`src/rtl/v810_exc_seq.sv`:
```
// Exception-entry sequencer: saves PC/PSW, updates ECR/PSW through the sysreg port, returns the handler vector.
// Optional macro V810_EXC_INTLVL_EN raises PSW.I to EXC_LVL+1 on maskable interrupts.
module v810_exc_seq #(
  parameter logic [15:0] VEC_BASE = 16'hFFFF
) (
  input  logic        CLK,
  input  logic        RES,
  input  logic        CE,
  input  logic        EXC_REQ,
  input  logic [15:0] EXC_CODE,
  input  logic [31:0] EXC_PC,
  input  logic        EXC_IRQ,
  input  logic [3:0]  EXC_LVL,
  output logic        ACK,
  output logic [31:0] VECTOR,
  output logic        BUSY,
  output logic        FATAL,
  output logic [4:0]  RA,
  input  logic [31:0] RD,
  output logic [4:0]  WA,
  output logic [31:0] WD,
  output logic        WE
);

  localparam logic [4:0] REG_EIPC  = 5'd0;
  localparam logic [4:0] REG_EIPSW = 5'd1;
  localparam logic [4:0] REG_FEPC  = 5'd2;
  localparam logic [4:0] REG_FEPSW = 5'd3;
  localparam logic [4:0] REG_ECR   = 5'd4;
  localparam logic [4:0] REG_PSW   = 5'd5;

  typedef enum logic [3:0] {
    S_IDLE   = 4'd0,
    S_RD_PSW = 4'd1,
    S_RD_ECR = 4'd2,
    S_WR_PC  = 4'd3,
    S_WR_PSV = 4'd4,
    S_WR_ECR = 4'd5,
    S_WR_PSW = 4'd6,
    S_DONE   = 4'd7,
    S_HALT   = 4'd8
  } state_t;

  state_t      state_q, state_d;
  logic [31:0] psw_q, psw_d, ecr_q, ecr_d, pc_q, pc_d;
  logic [15:0] code_q, code_d;
  logic        dup_q, dup_d;
  logic [4:0]  ra_q, ra_d, wa_q, wa_d;
  logic [31:0] wd_q, wd_d, vector_q, vector_d;
  logic        we_q, we_d, ack_q, ack_d, busy_q, busy_d, fatal_q, fatal_d;
  logic [31:0] psw_new_s;

`ifdef V810_EXC_INTLVL_EN
  logic        irq_q, irq_d;
  logic [3:0]  lvl_q, lvl_d;
`else
  logic        unused_intlvl_s;
  assign unused_intlvl_s = ^{EXC_IRQ, EXC_LVL};
`endif

  // PSW value written on entry: ID set, AE cleared, EP or NP raised depending on nesting.
  always_comb begin
    psw_new_s     = psw_q;
    psw_new_s[12] = 1'b1;
    psw_new_s[13] = 1'b0;
    if (dup_q) begin
      psw_new_s[15] = 1'b1;
    end else begin
      psw_new_s[14] = 1'b1;
    end
`ifdef V810_EXC_INTLVL_EN
    if (irq_q) begin
      psw_new_s[19:16] = (lvl_q == 4'd15) ? 4'd15 : (lvl_q + 4'd1);
    end else begin
      psw_new_s[19:16] = psw_q[19:16];
    end
`endif
  end

  // Next-state logic and next values of the registered sysreg-port outputs.
  always_comb begin
    state_d = state_q;
    psw_d   = psw_q;
    ecr_d   = ecr_q;
    pc_d    = pc_q;
    code_d  = code_q;
    dup_d   = dup_q;
`ifdef V810_EXC_INTLVL_EN
    irq_d   = irq_q;
    lvl_d   = lvl_q;
`endif
    case (state_q)
      S_IDLE: begin
        if (EXC_REQ) begin
          code_d  = EXC_CODE;
          pc_d    = EXC_PC;
`ifdef V810_EXC_INTLVL_EN
          irq_d   = EXC_IRQ;
          lvl_d   = EXC_LVL;
`endif
          state_d = S_RD_PSW;
        end else begin
          state_d = S_IDLE;
        end
      end
      S_RD_PSW: begin
        psw_d   = RD;
        dup_d   = RD[14];
        state_d = RD[15] ? S_HALT : S_RD_ECR;
      end
      S_RD_ECR: begin
        ecr_d   = RD;
        state_d = S_WR_PC;
      end
      S_WR_PC:  state_d = S_WR_PSV;
      S_WR_PSV: state_d = S_WR_ECR;
      S_WR_ECR: state_d = S_WR_PSW;
      S_WR_PSW: state_d = S_DONE;
      S_DONE:   state_d = S_IDLE;
      S_HALT:   state_d = S_HALT;
      default:  state_d = S_IDLE;
    endcase

    // Outputs are decoded from the state being entered so they are registered yet aligned with it.
    ra_d     = ra_q;
    wa_d     = wa_q;
    wd_d     = wd_q;
    vector_d = vector_q;
    we_d     = 1'b0;
    ack_d    = 1'b0;
    busy_d   = (state_d != S_IDLE);
    fatal_d  = fatal_q | (state_d == S_HALT);
    case (state_d)
      S_RD_PSW: ra_d = REG_PSW;
      S_RD_ECR: ra_d = REG_ECR;
      S_WR_PC: begin
        we_d = 1'b1;
        wa_d = dup_q ? REG_FEPC : REG_EIPC;
        wd_d = pc_q;
      end
      S_WR_PSV: begin
        we_d = 1'b1;
        wa_d = dup_q ? REG_FEPSW : REG_EIPSW;
        wd_d = psw_q;
      end
      S_WR_ECR: begin
        we_d = 1'b1;
        wa_d = REG_ECR;
        wd_d = dup_q ? {code_q, ecr_q[15:0]} : {ecr_q[31:16], code_q};
      end
      S_WR_PSW: begin
        we_d = 1'b1;
        wa_d = REG_PSW;
        wd_d = psw_new_s;
      end
      S_DONE: begin
        ack_d    = 1'b1;
        vector_d = {VEC_BASE, code_q[15:4], 4'h0};
      end
      default: begin
      end
    endcase
  end

  // State, captured operands and output registers; everything freezes when CE is low.
  always_ff @(posedge CLK) begin
    if (RES) begin
      state_q  <= S_IDLE;
      psw_q    <= 32'h0;
      ecr_q    <= 32'h0;
      pc_q     <= 32'h0;
      code_q   <= 16'h0;
      dup_q    <= 1'b0;
      ra_q     <= 5'd0;
      wa_q     <= 5'd0;
      wd_q     <= 32'h0;
      vector_q <= 32'h0;
      we_q     <= 1'b0;
      ack_q    <= 1'b0;
      busy_q   <= 1'b0;
      fatal_q  <= 1'b0;
`ifdef V810_EXC_INTLVL_EN
      irq_q    <= 1'b0;
      lvl_q    <= 4'd0;
`endif
    end else if (CE) begin
      state_q  <= state_d;
      psw_q    <= psw_d;
      ecr_q    <= ecr_d;
      pc_q     <= pc_d;
      code_q   <= code_d;
      dup_q    <= dup_d;
      ra_q     <= ra_d;
      wa_q     <= wa_d;
      wd_q     <= wd_d;
      vector_q <= vector_d;
      we_q     <= we_d;
      ack_q    <= ack_d;
      busy_q   <= busy_d;
      fatal_q  <= fatal_d;
`ifdef V810_EXC_INTLVL_EN
      irq_q    <= irq_d;
      lvl_q    <= lvl_d;
`endif
    end
  end

  // The strobe is qualified so a held write never lands on a non-CE edge or during reset.
  assign WE     = we_q & CE & ~RES;
  assign ACK    = ack_q;
  assign VECTOR = vector_q;
  assign BUSY   = busy_q;
  assign FATAL  = fatal_q;
  assign RA     = ra_q;
  assign WA     = wa_q;
  assign WD     = wd_q;

endmodule

```
`config.mk`:
```
export PLATFORM = sky130hd
export DESIGN_NAME = v810_exc_seq
export DESIGN_NICKNAME = d
export VERILOG_FILES = /design/src/rtl/v810_exc_seq.sv
export SDC_FILE = /design/constraint.sdc
export NUM_CORES = 1
export LEC_CHECK = 0
export BUFFER_PORTS_ARGS = -buffer_cell sky130_fd_sc_hd__buf_2
export CAP_MARGIN = 20
export CELL_PAD_IN_SITES_DETAIL_PLACEMENT = 1
export CELL_PAD_IN_SITES_GLOBAL_PLACEMENT = 2
export CORE_UTILIZATION = 33
export CTS_CLUSTER_DIAMETER = 150
export DETAILED_ROUTE_END_ITERATION = 7
export GPL_TIMING_DRIVEN = 1
export PLACE_DENSITY_LB_ADDON = 0.2
export REMOVE_ABC_BUFFERS = 1
export SKIP_CTS_REPAIR_TIMING = 1
export SLEW_MARGIN = 20
export SYNTH_ARGS = -nofsm -noshare
export SYNTH_HDL_FRONTEND = slang
export SYNTH_SLANG_ARGS = --single-unit
```
`constraint.sdc`:
```
create_clock -name CLK -period 2.31 [get_ports CLK]
set_input_delay 0.1155 -clock CLK [delete_from_list [all_inputs] [get_ports CLK]]
set_output_delay 0.1155 -clock CLK [all_outputs]
set_load 0.1 [all_outputs]
```
Word level (Yosys, flattened, before mapping)
Index checks and enable logic that the tools add are counted.
{"block": "classes", "addsub": 0, "magnitude_cmp": 0, "div": 0, "mul": 0, "bitwise": 4, "eq_ne": 15, "n_shift": 0, "reduce_logical": 11, "muxes": 13}
{"operator": "32-bit case mux with 4 select lines", "n": 1}
{"operator": "32-bit two-way mux", "n": 1}
{"operator": "4-bit case mux with 8 select lines", "n": 1}
{"operator": "4-bit by 3-bit == test with 1-bit output (second input constant)", "n": 7}
{"operator": "5-bit case mux with 4 select lines", "n": 1}
{"operator": "4-bit by 2-bit == test with 1-bit output (second input constant)", "n": 4}
{"operator": "5-bit case mux with 2 select lines", "n": 1}
{"operator": "2-bit AND reduction", "n": 5}
{"operator": "4-bit by 1-bit == test with 1-bit output (second input constant)", "n": 2}
{"operator": "4-bit == test (second input constant)", "n": 2}
{"operator": "4-bit nonzero test", "n": 2}
{"operator": "1-bit two-way mux", "n": 5}
{"operator": "4-bit zero test", "n": 1}
{"operator": "2-bit two-way mux", "n": 2}
{"operator": "4-bit two-way mux", "n": 1}
{"operator": "4-bit OR reduction", "n": 1}
{"operator": "3-bit AND reduction", "n": 1}
{"operator": "1-bit AND", "n": 2}
{"operator": "2-bit nonzero test", "n": 1}
{"operator": "1-bit inverter", "n": 1}
{"operator": "1-bit OR", "n": 1}
{"block": "word_totals", "romBits": 0, "input_bits": 89, "wordCells": 57, "ram_bits": 0, "ff_bits": 176, "latchBits": 0, "n_memories": 0}

Longest topological paths before layout
Gate-level depths: netlist of run 1.
{"block": "logic_depth", "ltp_word": 5, "depth_mapped": 8}

Least setup slack after synthesis of run 1
OpenSTA, ideal clock, no wires.
{"block": "synth_timing", "path_type": "reg-to-output", "from": "register, netlist name VECTOR[16]", "to": "output VECTOR[17]", "path_buffers": 1, "required_ns": 2.194, "arrival_time_ns": 1.625, "stages_incl_launch_ff": 2, "path_slack_ns": 0.569, "cell_sequence": "dfxtp_1 -> buf_4"}
{"element": "to (decl)", "line": "15", "text": "output logic [31:0] VECTOR,"}
No word-level cell between the ends.

Worst setup path after layout of run 1
{"block": "layout_timing", "from": "register state_q[3]", "to": "register wd_q[14], in the netlist WD[14]"}
{"block": "layout_between", "elab_chain_cells": 5, "word_cells_on_any_way": 16, "cone_classes": "eq/ne: 11; mux: 2; reduce/logical: 3"}
{"element": "from (decl)", "line": "44", "text": "state_t state_q, state_d;"}
{"element": "from (signal assigned)", "line": "187", "text": "state_q <= state_d;"}
{"element": "4-bit == test (tied with other cells)", "line": "92", "text": "case (state_q)"}
{"element": "4-bit case mux with 8 select lines *", "line": "92"}
{"element": "4-bit by 3-bit == test with 1-bit output or 4-bit by 2-bit == test with 1-bit output (tied branches)", "line": "133", "text": "case (state_d)"}
{"element": "4-bit nonzero test (no line)"}
{"element": "2-bit AND reduction (no line)"}
{"element": "to (signal assigned)", "line": "195", "text": "wd_q <= wd_d;"}
{"element": "to (decl)", "line": "49", "text": "logic [31:0] wd_q, wd_d, vector_q, vector_d;"}
Every way passes the cells marked *; elsewhere a longest branch is shown, timed or not.
A chain may end at the register's enable or synchronous reset.

==> out/qor.yml, run 1 <==
clock_tree:
  cts_made_buffers: 17
  clk_pin_slew_ps: 70
  cts_buffer_depth: 2
  clk_latency_ps: 430
  h-tree-depth: 4
  cts_tree: "built"
  cts_num_sinks: 170
  clock-root-buffer: "clkbuf_16"
min_path:
  hp-start: "EXC_PC[27]"
  min_path_cells: 3
  hold_end: "pc_q[27]"
  hp-class: "input pin to register"
critical_path:
  reg2reg_from: "state_q[3]"
  max_stage_delay_ps: 510
  cp_slowest_cell: "dfxtp_1"
  critPathTopFamily: "simple AND/OR/NAND/NOR gates"
  path_buf_inv: 1
  ff2ff_setup_slack_ps: 340
  worst_ep_arrival_time_ps: 2300
  crit_chain: "nand2b_2, a21oi_4, buf_4, nor3b_1, a41o_1"
  r2r_cells: 5
  end_kind: "register"
  path_class: "register to register"
  critPathMaxFanout: 19
  rr_endpoint: "WD[14]"
  critPathRequiredTime_ps: 2640
  start_kind: "register"
placement:
  place_inst: 1320
  hpwl_um: 15700
  port_buffers: 152
  gp_congestion: 0.750
detailed_routing:
  wire_per_inst_um: 17.8
  drtIter0Drc: 287
  num_vias: 7161
  drc_errors: 0
  antenna_left: 0
  wl_um: 25400
  viasPerCell: 5.00
  first_pass_iters: 5
timing:
  period_minus_slack_ps: 1970
  rsz0062_at_grt: "no"
  relSlewSlack: 0.584
  slew_viol_final: 0
  hold_violations: 1
  hold_slack_ps: -15.0
  fmax_mhz: 506
  tightestPinTransition_ps: 623
  finalSetupViolations: 0
  fin_worst_skew_ps: 9.04
  tns_ps: 0
  period_share: 0.855
yosys:
  synth_cell_type_count: 45
  synthFlopType: "dfxtp_1"
  yosys_warnings: 0
  syn_avg_cell_area_um2: 7.78
  syn-cell-area_mm2: 0.00739
  ys_seq_area_frac: 0.461
  syn-instance-count: 950
  synth_edf_count: 0
  async_reset_ff_frac: 0
  synth-seq-cells: 170
floorplanning:
  rows: 54
  start_util: 0.338
  dieArea_mm2: 0.0230
  core_area_mm2: 0.0219
  pin_count: 167
  fp.dieH_um: 152
  die_x_um: 152
pwr:
  power_mw: 7.04
  vdd_ir_drop_max_mv: 0.373
  leakagePower_nw: 3.77
  powerDensity_mw_per_mm2: 719
grt:
  grt_max_degree: 107
  grt_remaining_overflow: 0
  grt_pass1_wl_um: 37900
  grt_pass1_vias: 6784
  antenna_found_initial: 0
  track_usage: 0.220
status:
  status: "finished with violations"
  violations: "hold timing"
final_layout:
  syn_to_final_growth_pct: 32.5
  final_common_cell: "nand2_1"
  fin_nets: 1227
  drive_gt1_frac: 0.225
  final_cell_mix: "283 x nand2_1, 168 x dfxtp_1, 151 x buf_2"
  fillers: 2678
  insertedDiodeCount: 0
  layout.cells.non_filler: 1431
job:
  maxCapViolations: 0
==> flip-flops by register name, summed over array words and instances, names as in the netlist <==
signal / count
RA: 2
psw_q: 32
we_q: 1
code_q: 16
state_q: 4
pc_q: 32
FATAL: 1
ecr_q: 32
BUSY: 1
WD: 32
VECTOR: 13
ACK: 1
WA: 3
==> cells by family (layout without fill, tap and decap cells) <==
family | Yosys count | in the layout | share of synthesized area
flip-flops | 170 | 170 | 0.461
buffers and inverters | 136 | 329 | 0.0921
AO/OA/AOI/OAI | 251 | 251 | 0.203
multiplexers | 33 | 33 | 0.0498
AND/OR/NAND/NOR | 359 | 359 | 0.194
other | 1 | 9 | 0.000507
==> routing by layer <==
| metal | global-route usage | wire length [µm] | up-vias |
|---|---|---|---|
| met5 | 0 | 0 | - |
| met2 | 0.364 | 12200 | 161 |
| li1 | - | - | 3517 |
| met1 | 0.292 | 11800 | 3457 |
| met3 | 0.0380 | 1070 | 26 |
| met4 | 0.0634 | 352 | 0 |
==> final cells by class <==
cell class	count	area, µm²	share of cell area
sequential	170	3410	0.348
multi-input combinational	652	3370	0.344
timing repair buffer	264	1930	0.197
clock buffer	22	464	0.0474
tap	280	350	0.0358
clock inverter	10	141	0.0144
inverter	33	124	0.0127
==> power breakdown <==
part           switching, mW  total (mW)  internal [mW]
Combinational          0.620       0.942          0.322
Sequential            0.0730        3.10           3.03
Clock                   1.23        3.00           1.76
Total                   1.93        7.04           5.11
==> worst max-delay path by stage <==
| stage | from | end | depth (start not counted) |
|---|---|---|---|
| 4_1_cts | state_q[3] | code_q[8] | 5 |
| 6_report | state_q[3] | WD[14] | 5 |
| 3_5_place_dp | state_q[3] | code_q[8] | 5 |
| 3_3_place_gp | state_q[3] | code_q[7] | 5 |
| 2_1_floorplan | VECTOR[16] | VECTOR[16] | 2 |
| 5_1_grt | state_q[3] | code_q[12] | 5 |
==> metrics by stage <==
step | instance area, µm² | utilization | worst slack, ps
2_1_floorplan | 6860 | - | -8840
3_3_place_gp | 8390 | 0.383 | 363
3_5_place_dp | 8390 | 0.383 | 330
4_1_cts | 9000 | 0.411 | 299
5_1_grt | 9790 | 0.447 | 192
6_report | 9790 | 0.447 | 335
==> worst min-delay path: cells and delay by family <==
kind / cells / cell delay, ps
compound gates: 1 / 60
simple gates: 1 / 80
buf+inv: 1 / 110
==> synth_stat cells (4+ instances only) <==
cell type / count / area (µm²)
nand2_1: 285 / 1070
dfxtp_1: 170 / 3400
a21oi_1: 139 / 696
nor2_1: 44 / 165
clkbuf_1: 39 / 146
o21ai_0: 36 / 180
inv_1: 33 / 124
buf_2: 30 / 150
mux2_2: 30 / 338
a211oi_1: 28 / 210
a221oi_1: 28 / 245
buf_4: 27 / 203
nand2b_1: 6 / 37.5
nand3_1: 5 / 25.0
buf_6: 4 / 45.0
nor2b_1: 4 / 25.0
Power figures use the tool's default switching activity.
==> run 2, diff against run 1 <==
--- a/config.mk
+++ b/config.mk
@@ -9,7 +9,8 @@
 export CAP_MARGIN = 20
 export CELL_PAD_IN_SITES_DETAIL_PLACEMENT = 1
 export CELL_PAD_IN_SITES_GLOBAL_PLACEMENT = 2
-export CORE_UTILIZATION = 33
+export CORE_MARGIN = 10
+export CORE_UTILIZATION = 31
 export CTS_CLUSTER_DIAMETER = 150
 export DETAILED_ROUTE_END_ITERATION = 7
 export GPL_TIMING_DRIVEN = 1
==> constraint.sdc (replaced) <==
create_clock -name CLK -period 2.2 [get_ports CLK]
set_input_delay 0.44 -clock CLK [delete_from_list [all_inputs] [get_ports CLK]]
set_output_delay 0.44 -clock CLK [all_outputs]
set_load 0.1 [all_outputs]
==> run 2 against run 1 <==
  * The run now ends clean
  * Via count is 4.2% lower
  * Non-clock buffer count is 71 lower
  * First-iteration DRC count is 37% higher
  * Design area is 6.9% lower
  * Critical path depth is 4 lower
  * Routed wire length is 3.9% higher
  * Sequential share of layout area is 2.6 points higher
  * Core utilization is 5.9 points lower
  * Global-route usage is 4.6 points lower
  * Critical path type is now register to output pin
==> out/qor.yml, run 2 (synthesis results as in run 1) <==
clock_tree:
  clock-root-buffer: "clkbuf_16"
  cts_buffer_depth: 2  # unchanged
  cts_num_sinks: 170  # unchanged
  h-tree-depth: 4  # unchanged
  cts_made_buffers: 17  # unchanged
  clk_latency_ps: 440  # about the same
  clk_pin_slew_ps: 80  # about the same
  cts_tree: "built"
timing:
  period_share: 0.883
  tns_ps: 0  # unchanged
  slew_viol_final: 0  # unchanged
  fmax_mhz: 515
  relSlewSlack: 0.654  # +0.0698
  finalSetupViolations: 0  # unchanged
  tightestPinTransition_ps: 523  # -100 ps
  fin_worst_skew_ps: 9.43  # +0.392 ps
  hold_violations: 0  # -1
  rsz0062_at_grt: "no"
  period_minus_slack_ps: 1940
min_path:
  min_path_cells: 3  # unchanged
  hold_end: "code_q[2]"
  hp-start: "EXC_CODE[2]"
  hp-class: "input pin to register"
pwr:
  vdd_ir_drop_max_mv: 0.384  # +2.8%
  leakagePower_nw: 3.48  # -7.6%
  powerDensity_mw_per_mm2: 810  # +13%
  power_mw: 7.38  # +4.8%
grt:
  grt_pass1_wl_um: 41600  # +9.8%
  grt_remaining_overflow: 0  # unchanged
  grt_max_degree: 87  # -19%
  antenna_found_initial: 0  # unchanged
  grt_pass1_vias: 7157  # +5.5%
  track_usage: 0.174  # -0.0464
floorplanning:
  die_x_um: 174  # +15%
  pin_count: 167  # unchanged
  start_util: 0.315  # -0.0227
  core_area_mm2: 0.0235  # +7.2%
  rows: 56  # +3.7%
  dieArea_mm2: 0.0304  # +32%
  fp.dieH_um: 174  # +15%
detailed_routing:
  drtIter0Drc: 392  # +37%
  wl_um: 26400  # +3.9%
  wire_per_inst_um: 18.9  # +6.3%
  viasPerCell: 4.91  # -2.0%
  drc_errors: 0  # unchanged
  antenna_left: 0  # unchanged
  num_vias: 6863  # -4.2%
  first_pass_iters: 5  # unchanged
critical_path:
  critPathMaxFanout: 17  # -2
  end_kind: "output pin"
  worst_ep_arrival_time_ps: 1500  # -800 ps
  start_kind: "register"
  rr_endpoint: "WD[18]"
  critPathTopFamily: "flip-flops"
  path_class: "register to output pin"
  ff2ff_setup_slack_ps: 320  # -20 ps
  reg2reg_from: "state_q[2]"
  max_stage_delay_ps: 550  # +40 ps
  critPathRequiredTime_ps: 1760  # -880 ps
  cp_slowest_cell: "dfxtp_1"
  r2r_cells: 5  # unchanged
  path_buf_inv: 1  # unchanged
  crit_chain: "buf_2"
final_layout:
  fillers: 2894  # +8.1%
  insertedDiodeCount: 0  # unchanged
  final_cell_mix: "283 x nand2_1, 168 x dfxtp_1, 151 x buf_2"
  layout.cells.non_filler: 1399  # -2.2%
  drive_gt1_frac: 0.250  # +0.0250
  final_common_cell: "nand2_1"
  syn_to_final_growth_pct: 23.3
  fin_nets: 1156  # -5.8%
placement:
  gp_congestion: 0.761  # +1.5%
  hpwl_um: 17500  # +11%
  place_inst: 1367  # +3.6%
  port_buffers: 152  # unchanged
status:
  status: "finished clean"
job:
  maxCapViolations: 0  # unchanged
-- run 2: final cells by class --
type                       instances  area (µm²)  share of cell area
clock buffer                      18         439              0.0482
clock inverter                    14         184              0.0202
inverter                          33         124              0.0136
multi-input combinational        652        3370               0.370
sequential                       170        3410               0.374
tap                              319         399              0.0438
timing repair buffer             193        1190               0.130
-- run 2: worst max path at each step --
stage                             to        from  depth (start not counted)
final                     VECTOR[25]  VECTOR[16]                          1
after global routing      VECTOR[31]  VECTOR[16]                          1
after detailed placement   code_q[6]          CE                          6
after global placement     code_q[5]          CE                          6
after floorplan           VECTOR[16]  VECTOR[16]                          2
after CTS                 VECTOR[25]  VECTOR[16]                          1
-- run 2: per-layer routing --
metal  vias up  share of wire  global-route usage  wire length [µm]
met5         -              0                   0                 0
met4         0          0.011              0.0470               303
met3        19          0.048              0.0377              1260
met2       153           0.47               0.287             12400
met1      3313           0.47               0.223             12500
li1       3378              -                   -                 -
-- run 2: report_power, final --
group	switching, mW	total, mW	internal [mW]
Sequential	0.0649	3.24	3.18
Clock	1.39	3.24	1.85
Combinational	0.645	0.897	0.252
-- run 2: through the flow --
| stage | util | setup slack (ps) | hold WS [ps] | cell area, µm² |
|---|---|---|---|---|
| 3_5_place_dp | 0.362 | 339 | 446 | 8490 |
| 5_1_grt | 0.388 | 136 | 223 | 9110 |
| 3_3_place_gp | 0.362 | 364 | 440 | 8490 |
| 6_report | 0.388 | 257 | 224 | 9110 |
| 4_1_cts | 0.388 | 221 | 217 | 9110 |
| 2_1_floorplan | - | -8950 | 425 | 6860 |
==> run 3, diff against run 2 <==
--- a/config.mk
+++ b/config.mk
@@ -7,10 +7,10 @@
 export LEC_CHECK = 0
 export BUFFER_PORTS_ARGS = -buffer_cell sky130_fd_sc_hd__buf_2
 export CAP_MARGIN = 20
-export CELL_PAD_IN_SITES_DETAIL_PLACEMENT = 1
-export CELL_PAD_IN_SITES_GLOBAL_PLACEMENT = 2
+export CELL_PAD_IN_SITES_DETAIL_PLACEMENT = 0
+export CELL_PAD_IN_SITES_GLOBAL_PLACEMENT = 1
 export CORE_MARGIN = 10
-export CORE_UTILIZATION = 31
+export CORE_UTILIZATION = 39
 export CTS_CLUSTER_DIAMETER = 150
 export DETAILED_ROUTE_END_ITERATION = 7
 export GPL_TIMING_DRIVEN = 1
==> run 3 against run 2 <==
  * Combinational power is 4.0% lower
  * Global-route usage grew 1.8 points
  * Design area is 1.4% lower
  * Critical path type unchanged
  * Cell count fell by 6.2%
  * Register-to-register slack worse by 30 ps
  * Sequential share of layout area rose by 0.54 points
==> out/qor.yml, run 3 (synthesis results as in run 1) <==
status:
  status: "finished clean"
final_layout:
  design_area_mm2: 0.00898  # -1.4%
  syn_to_final_growth_pct: 21.6
  layout.cells.non_filler: 1312  # -6.2%
  final_common_cell: "nand2_1"
  final_cell_mix: "285 x nand2_1, 168 x dfxtp_1, 151 x buf_2"
  drive_gt1_frac: 0.243  # -0.00673
  fin_nets: 1154  # -0.17%
grt:
  antenna_found_initial: 1  # +1
  track_usage: 0.191  # +0.0177
  grt_pass1_wl_um: 37200  # -11%
  grt_remaining_overflow: 0  # unchanged
  grt_pass1_vias: 6649  # -7.1%
  grt_max_degree: 115  # +32%
timing:
  period_minus_slack_ps: 1920  # -24.5 ps
  fin_ws_ps: 281  # +24.5 ps
  slew_viol_final: 0  # unchanged
  relSlewSlack: 0.596  # -0.0584
  period_share: 0.872  # -0.0111
  fin_worst_skew_ps: 6.26  # -3.18 ps
  tightestPinTransition_ps: 606  # +84.0 ps
  finalSetupViolations: 0  # unchanged
  fmax_mhz: 521  # +1.3%
  hold_violations: 0  # unchanged
  rsz0062_at_grt: "no"
job:
  maxCapViolations: 0  # unchanged
detailed_routing:
  wire_per_inst_um: 18.0  # -4.5%
  wl_um: 23700  # -10%
  first_pass_iters: 5  # unchanged
  drc_errors: 0  # unchanged
  viasPerCell: 5.15  # +5.0%
  num_vias: 6757  # -1.5%
  antenna_left: 0  # unchanged
  drtIter0Drc: 346  # -12%
critical_path:
  end_kind: "output pin"
  path_class: "register to output pin"
  worst_ep_arrival_time_ps: 1480  # -20 ps
  critPathRequiredTime_ps: 1760  # about the same
  crit_chain: "buf_2"
  start_kind: "register"
  critPathMaxFanout: 17  # unchanged
  max_stage_delay_ps: 540  # about the same
  critPathTopFamily: "flip-flops"
  path_buf_inv: 1  # unchanged
  cp_slowest_cell: "dfxtp_1"
pwr:
  pwr-share-clk: 0.447  # +0.008
  power_switching_mw: 1.95  # -7.5%
  seqPwrFrac: 0.437  # -0.002
  internal_power_mw: 5.49  # +4.2%
  vdd_ir_drop_max_mv: 0.555  # +45%
  combPwrFrac: 0.116  # -0.006
  switching_share: 0.262  # -0.0236
  powerDensity_mw_per_mm2: 828  # +2.3%
  leakagePower_nw: 3.47  # -0.35%
placement:
  hpwl_um: 15700  # -10%
  gp_congestion: 0.765  # +0.50%
  placed_area_mm2: 0.00833  # -1.9%
  place_ws_ps: 323  # -16.6 ps
  place_inst: 1280  # -6.4%
  port_buffers: 152  # unchanged
clock_tree:
  cts_num_sinks: 170  # unchanged
  clock-root-buffer: "clkbuf_16"
  h-tree-depth: 4  # unchanged
  cts_buffer_depth: 2  # unchanged
  clk_pin_slew_ps: 60  # -20 ps
  cts_tree: "built"
  clk_latency_ps: 430  # about the same
  cts_made_buffers: 17  # unchanged
floorplanning:
  start_util: 0.396  # +0.0816
  dieArea_mm2: 0.0249  # -18%
  pin_count: 167  # unchanged
  rows: 50  # -11%
  fp.dieH_um: 158  # -9.6%
  die_x_um: 158  # -9.6%
  core_area_mm2: 0.0186  # -21%
min_path:
  hp-class: "input pin to register"
-- run 3: cell types whose count changed in the layout (fill, tap and decap cells not counted), moves of 2 or more --
cell / change
nand2_2: -2
inv_6: -2
and2_2: -2
and2_1: +2
buf_12: -2
nand2_1: +2
inv_8: -2
bufinv_16: +2
-- run 3: area by class of cell --
type / count / area, µm²
Fill cell: 1915 / 9660
Sequential cell: 170 / 3410
Multi-Input combinational cell: 652 / 3360
Timing Repair Buffer: 191 / 1140
Clock buffer: 20 / 457
Tap cell: 234 / 293
Clock inverter: 11 / 193
Inverter: 33 / 124
Antenna cell: 1 / 2.50
-- run 3: through the flow --
stage / hold slack, ps / util / TNS, ps / power (mW)
2_1_floorplan: 425 / - / -179320 / 3.83
6_report: 241 / 0.482 / 0 / 7.44
5_1_grt: 231 / 0.482 / 0 / 7.70
3_3_place_gp: 439 / 0.447 / 0 / 4.18
3_5_place_dp: 442 / 0.447 / 0 / 4.19
4_1_cts: 228 / 0.482 / 0 / 7.50
-- run 3: layer usage --
| metal | vias to the layer above | routed length, µm | global-route usage |
|---|---|---|---|
| li1 | 3375 | - | - |
| met1 | 3159 | 10700 | 0.246 |
| met2 | 194 | 10900 | 0.307 |
| met3 | 29 | 1620 | 0.0464 |
| met4 | 0 | 456 | 0.0654 |
| met5 | - | 0 | 0 |
-- run 3: path summary, 6_finish.rpt --
check                                  from         end  slack [ps]  depth (start not counted)
worst min register to register   VECTOR[13]  VECTOR[13]         450                          2
worst max-delay path             VECTOR[16]  VECTOR[30]         280                          1
worst min-delay path            EXC_CODE[0]   code_q[0]         240                          3
worst max register to register   state_q[1]      WD[26]         290                          6
-- run 3: power by group through the flow --
stage,Sequential [mW],Combinational (mW),Clock [mW]
global route,3.27,0.935,3.49
finish,3.25,0.861,3.32
global placement,3.32,0.862,0
CTS,3.25,0.867,3.38
floorplan,3.49,0.337,0
detailed placement,3.32,0.865,0
